File: config.mk
export PLATFORM = sky130hd
export DESIGN_NAME = rapid_fetch_unit
export DESIGN_NICKNAME = d
export VERILOG_FILES = /design/src/rtl/rapid_fetch_unit.sv
export SDC_FILE = /design/constraint.sdc
export NUM_CORES = 1
export LEC_CHECK = 0
export CAP_MARGIN = 20
export CORE_MARGIN = 3
export CORE_UTILIZATION = 38
export DETAILED_ROUTE_END_ITERATION = 10
export DONT_BUFFER_PORTS = 1
export GPL_ROUTABILITY_DRIVEN = 0
export GPL_TIMING_DRIVEN = 0
export HOLD_SLACK_MARGIN = 0.02
export SYNTH_ARGS = -nofsm -noshare
export SYNTH_HDL_FRONTEND = slang
export SYNTH_SLANG_ARGS = --single-unit
File: constraint.sdc
create_clock -name clk -period 3.6 [get_ports clk]
set_clock_uncertainty 0.15 [all_clocks]
set_input_delay 0.54 -clock clk [delete_from_list [all_inputs] [get_ports clk]]
set_output_delay 0.54 -clock clk [all_outputs]
set_load 0.05 [all_outputs]
File: src/rtl/rapid_fetch_unit.sv
// ---------------------------------------------------------------------------
// rapid_fetch_unit
//
// Instruction fetch front end. A four-state FSM (FETCH -> WAIT -> NEXT)
// issues one memory request at a time at the current PC. It pushes each
// returned word, tagged with its PC, into a small circular prefetch queue.
// A redirect flushes the queue and restarts fetch at a new PC. If the
// redirect lands while a response is still outstanding, that response is
// marked for discard. A fetch error or a halt request parks the FSM in HALT
// until resume.
//
// Handshake semantics:
//   - Memory side: mem_req is held high for the whole of WAIT. The memory
//     answers each request with exactly one mem_valid cycle.
//   - Consumer side: the head entry moves when inst_valid && inst_ready are
//     both high at a rising edge. inst_valid is forced low during a redirect
//     cycle, so a flushed entry can never be consumed.
//
// Ports:
//   clk, rst_n                 clock, asynchronous active-low reset
//   mem_req, mem_addr          fetch request and address (address is the PC)
//   mem_valid, mem_rdata,
//   mem_err                    memory response strobe, data and error
//   redirect_valid,
//   redirect_pc                branch/flush request and target
//   halt_req, resume           stop fetching at the next NEXT / leave HALT
//   inst_valid, inst_ready,
//   inst_data, inst_pc         prefetch queue head
//   fetch_err                  sticky fetch-error flag, cleared by redirect
//   fetch_state                registered FSM state (FETCH=0 WAIT=1 NEXT=2 HALT=3)
// ---------------------------------------------------------------------------
module rapid_fetch_unit #(
    parameter int                XLEN         = 32,
    parameter logic [XLEN-1:0]   RESET_VECTOR = '0,
    parameter int                QUEUE_DEPTH  = 4
) (
    input  logic             clk,
    input  logic             rst_n,
    output logic             mem_req,
    output logic [XLEN-1:0]  mem_addr,
    input  logic             mem_valid,
    input  logic [31:0]      mem_rdata,
    input  logic             mem_err,
    input  logic             redirect_valid,
    input  logic [XLEN-1:0]  redirect_pc,
    input  logic             halt_req,
    input  logic             resume,
    output logic             inst_valid,
    input  logic             inst_ready,
    output logic [31:0]      inst_data,
    output logic [XLEN-1:0]  inst_pc,
    output logic             fetch_err,
    output logic [1:0]       fetch_state
);

    localparam int PTR_W = $clog2(QUEUE_DEPTH);
    localparam int CNT_W = PTR_W + 1;

    typedef enum logic [1:0] {
        ST_FETCH = 2'd0,
        ST_WAIT  = 2'd1,
        ST_NEXT  = 2'd2,
        ST_HALT  = 2'd3
    } state_t;

    state_t             state;
    logic [XLEN-1:0]    pc;
    logic [CNT_W-1:0]   count;
    logic [PTR_W-1:0]   wr_ptr;
    logic [PTR_W-1:0]   rd_ptr;
    logic               discard;
    logic               halt_pend;
    logic               err_flag;

    logic [31:0]        data_mem [QUEUE_DEPTH];
    logic [XLEN-1:0]    pc_mem   [QUEUE_DEPTH];

    logic               push;
    logic               pop;
    logic [XLEN-1:0]    redirect_target;
    logic               redirect_lsb_unused;

    // Instruction targets are word aligned; the low two bits of a redirect
    // target carry no information.
    assign redirect_target     = {redirect_pc[XLEN-1:2], 2'b00};
    assign redirect_lsb_unused = ^redirect_pc[1:0];

    // A response in the same cycle as a redirect belongs to the old stream.
    assign push = (state == ST_WAIT) && mem_valid && !discard && !mem_err &&
                  !redirect_valid;
    assign inst_valid = (count != '0) && !redirect_valid;
    assign pop        = inst_valid && inst_ready;

    assign mem_req     = (state == ST_WAIT);
    assign mem_addr    = pc;
    assign inst_data   = data_mem[rd_ptr];
    assign inst_pc     = pc_mem[rd_ptr];
    assign fetch_err   = err_flag;
    assign fetch_state = state;

    // Queue payload storage; validity is tracked by count, so no reset needed.
    always_ff @(posedge clk) begin
        if (push) begin
            data_mem[wr_ptr] <= mem_rdata;
            pc_mem[wr_ptr]   <= pc;
        end
    end

    always_ff @(posedge clk or negedge rst_n) begin
        if (!rst_n) begin
            state     <= ST_FETCH;
            pc        <= RESET_VECTOR;
            count     <= '0;
            wr_ptr    <= '0;
            rd_ptr    <= '0;
            discard   <= 1'b0;
            halt_pend <= 1'b0;
            err_flag  <= 1'b0;
        end else begin
            // Queue bookkeeping. Pointers wrap naturally at QUEUE_DEPTH
            // because the depth is a power of two.
            if (redirect_valid) begin
                count  <= '0;
                wr_ptr <= '0;
                rd_ptr <= '0;
            end else begin
                if (push) wr_ptr <= wr_ptr + PTR_W'(1);
                if (pop)  rd_ptr <= rd_ptr + PTR_W'(1);
                if (push && !pop)
                    count <= count + CNT_W'(1);
                else if (pop && !push)
                    count <= count - CNT_W'(1);
            end

            case (state)
                ST_FETCH: begin
                    if (halt_req) halt_pend <= 1'b1;
                    if (count < CNT_W'(QUEUE_DEPTH)) state <= ST_WAIT;
                end
                ST_WAIT: begin
                    if (halt_req) halt_pend <= 1'b1;
                    if (mem_valid) begin
                        if (discard) begin
                            discard <= 1'b0;
                            state   <= ST_FETCH;
                        end else if (mem_err) begin
                            err_flag  <= 1'b1;
                            halt_pend <= 1'b0;
                            state     <= ST_HALT;
                        end else begin
                            state <= ST_NEXT;
                        end
                    end
                end
                ST_NEXT: begin
                    pc <= pc + XLEN'(4);
                    if (halt_req || halt_pend) begin
                        halt_pend <= 1'b0;
                        state     <= ST_HALT;
                    end else begin
                        state <= ST_FETCH;
                    end
                end
                ST_HALT: begin
                    if (resume) state <= ST_FETCH;
                end
                default: state <= ST_FETCH;
            endcase

            // Redirect overrides every normal transition above.
            if (redirect_valid) begin
                pc        <= redirect_target;
                err_flag  <= 1'b0;
                halt_pend <= 1'b0;
                case (state)
                    ST_WAIT: begin
                        if (mem_valid) begin
                            // Response for the old stream arrives now: drop it.
                            discard <= 1'b0;
                            state   <= ST_FETCH;
                        end else begin
                            // Keep the bus request open until the stale
                            // response returns, then throw it away.
                            discard <= 1'b1;
                            state   <= ST_WAIT;
                        end
                    end
                    ST_HALT: state <= ST_HALT;
                    default: state <= ST_FETCH;
                endcase
            end
        end
    end

endmodule

==> out/results.ini, run 1 <==
[outcome]
outcome = finished, final reports clean

[logic_synthesis]
fraction_of_synthesized_cell_area_taken_by_the_top_area_cell_type = 0.6419
unique_cell_type_count_in_the_yosys_netlist = 49
yosys_most_used_dff = edfxtp_1
synth.yosys.warnings = 0
synth_area_leaders = edfxtp_1 64%, mux4_2 12%, dfrtp_1 9.1%
cell_taking_the_most_area_after_synthesis = edfxtp_1
syn-cell-area_mm2 = 0.01160
post_synth_inst_count = 637
yosys_register_bits = 290
synth_most_common_cell = edfxtp_1
postSynthAreaPerCell_um2 = 18.21
most_common_library_cells_after_synthesis = 248 x edfxtp_1, 62 x mux4_2, 42 x dfrtp_1
synth_edf_count = 248
synth_seq_area_share = 0.7324
synth-async-reset-ratio = 0.1448

[die]
fp.dieArea_mm2 = 0.03267
floorplan.die.height_um = 180.7
pin_count = 173
initial_utilization = 0.3884
num_rows = 63
placeableCoreArea_mm2 = 0.02987
die_width_um = 180.7

[detailed_routing]
drtIter0Drc = 484
via_count = 6278
drc = 0
postRouteWirelength_um = 26570
drt_pass1_iterations = 5
avgRoutedWirePerCell_um = 23.10
antenna_violating_nets_post_route = 0
vias_per_cell = 5.459

[clocking]
ctsRootBufferMaster = clkbuf_16
clkLatencyLatePin_ns = 0.55
total_cts_buffers = 31
clock-sinks = 290
worst_setup_hold_path_clk_slew_ns = 0.06
cts-htree-levels = 1
clockBufferDepth = 3
clock_tree_from_tritoncts = done

[global_routing]
grt_max_degree = 56
first_global_vias = 6563
antenna_violations_before_repair = 0
grt_pass1_wl_um = 40370
overall_track_demand_over_capacity_in_global_routing = 0.1588
remaining_global_route_overflow = 0

[finish]
seq_area_mm2 = 0.008501
layout.filler_cells = 2473
flow.area_growth_from_synthesis_pct = 20.39
stdcell_area_mm2 = 0.01397
final_net_count = 818
multi_input_area_mm2 = 0.002933
diodes = 0
layout-drive-gt1-share = 0.2066

[setup_path]
critPathTopFamily = buffers and inverters
critical_path.slowest_cell = clkbuf_1
timing.critical_path.cells = clkbuf_1, clkbuf_1, mux4_2
cp_max_fo = 10
worstSetupPathType = flip-flop to output pin
cp-startpoint = rd_ptr[1]
cp_num_buf_inv = 2
crit_path_start_kind = flip-flop
worst-endpoint-arrival_ns = 2.73
ff_to_ff_start = fetch_state[1]
cp_slowest_stage_delay_ns = 0.70
cp_common_cell = clkbuf_1
crit_required_ns = 2.91
critical_path.endpoint_type = output pin

[timing]
finalMaxSlewViolations = 0
hold_ws_ns = 0.05915
rsz0062_at_grt = no
worst_slew_margin_rel = 0.3690
fin_crit_sh = 0.9502
post-route-min-period_ns = 3.421
finalHoldViolations = 0
pin_slew_with_the_least_headroom_to_its_limit_ns = 0.9378
setup_viol = 0
achievable-frequency_mhz = 292.4

[power_and_ir_drop]
power_frac_clock = 0.396
pint_mw = 6.198
power_frac_seq = 0.484
combinationalPowerShare = 0.121
power_density_mw_per_mm2 = 605.4
lkg_pwr_nw = 4.503
switching_share = 0.2671
power.switching_mw = 2.259
vdd_drop_max_mv = 0.3264
design_power_mw = 8.457

[placement]
port_buffers = 0
dpl.hpwl_um = 17460
dpl-instance-area_mm2 = 0.01223

[min_path]
timing.hold.worst.start = redirect_pc[16]
worst_hold_path_type = input pin to flip-flop

[flow_run]
max_cap_check_violation_count = 0

per-stage QoR:
stage / utilization / instances / setup TNS, ns / setup slack (ns)
after floorplan: - / 640 / -42.49 / -0.1713
after detailed placement: 0.4094 / 1034 / -82.98 / -0.4234
after CTS: 0.4675 / 1150 / 0 / 0.008489
after global placement: 0.4052 / 1030 / -257.22 / -1.051
final: 0.4676 / 1150 / 0 / 0.1795
after global routing: 0.4676 / 1150 / 0 / 0.03673
logic make-up (layout without fill, tap and decap cells):
logic type / count (synthesis) / in the layout / share of synthesized area
flip-flops: 290 / 290 / 0.7324
AND/OR/NAND/NOR: 141 / 141 / 0.06697
AO/OA/AOI/OAI: 66 / 66 / 0.03580
multiplexers: 66 / 66 / 0.1240
buffers and inverters: 48 / 168 / 0.01769
XOR/XNOR: 15 / 15 / 0.01132
adder cells (fa/ha/maj): 10 / 10 / 0.01143
other: 1 / 4 / 0.0003232
placed cells by master, fill, tap and decap left out, types with 12 or more instances in the layout:
cell type      instances
a31oi_1               17
or4_1                 13
nand3_1               12
o21ai_0               18
mux4_2                62
clkbuf_1              18
o31ai_1               16
nor2_1                30
nand4_1               14
edfxtp_1             248
nand2_1               31
dfrtp_1               40
dlygate4sd3_1         58
clkbuf_16             32
power by group through the flow:
stage | clock [mW] | combinational [mW] | sequential [mW]
after global placement | 0 | 0.913 | 4.14
after floorplan | 0 | 0.798 | 4.08
after detailed placement | 0 | 0.947 | 4.15
after global routing | 3.57 | 1.08 | 4.11
after CTS | 3.44 | 1.02 | 4.09
final | 3.35 | 1.02 | 4.09
routing by layer:
metal  wire (µm)  share of wire  global-route usage  vias to the layer above
li1            -              -                   -                     2784
met1       11000           0.41              0.2108                     3211
met2       12970           0.49              0.2664                      242
met3        2223          0.084             0.04349                       41
met4         374          0.014             0.03070                        0
met5           0              0                   0                        -
final timing paths:
| kind | to | slack, ns | depth (start not counted) |
|---|---|---|---|
| setup / recovery | inst_data[24] | 0.18 | 3 |
| hold / removal | mem_addr[16] | 0.06 | 2 |
| setup reg to reg | data_mem[1][11] | 0.21 | 8 |
| hold reg to reg | count[0] | 0.39 | 1 |
| max in group asynchronous | mem_addr[22] | 2.73 | 2 |
| min in group asynchronous | mem_addr[3] | 0.34 | 2 |
area by class of cell:
class / instances / area share
buffer: 35 / 0.01200
clock buffer: 41 / 0.06405
clock inverter: 16 / 0.01532
inverter: 12 / 0.003225
multi-input combinational: 302 / 0.2100
sequential: 290 / 0.6086
tap: 390 / 0.03493
timing repair buffer: 64 / 0.05195
timing repair:
item | in CTS | in global routing
setup endpoints to repair | 251 | 156
setup buffers | 1 | 0
hold buffers | 59 | 0
hold endpoints to repair | 195 | 0
pin swaps | 1 | 0
resized for setup | 6 | 3
registers in the layout, summed over array words and instances, names as in the netlist:
register	flops
pc_mem	120
data_mem	128
count	3
fetch_err	1
mem_addr	30
discard	1
rd_ptr	2
halt_pend	1
wr_ptr	2
fetch_state	2
Power figures use the tool's default switching activity.
==> run 2, diff against run 1 <==
SKIP_LAST_GASP = 1   (was not set)
==> results of run 2 <==
No change in the layout: final DEF, timing and power equal those of run 1.
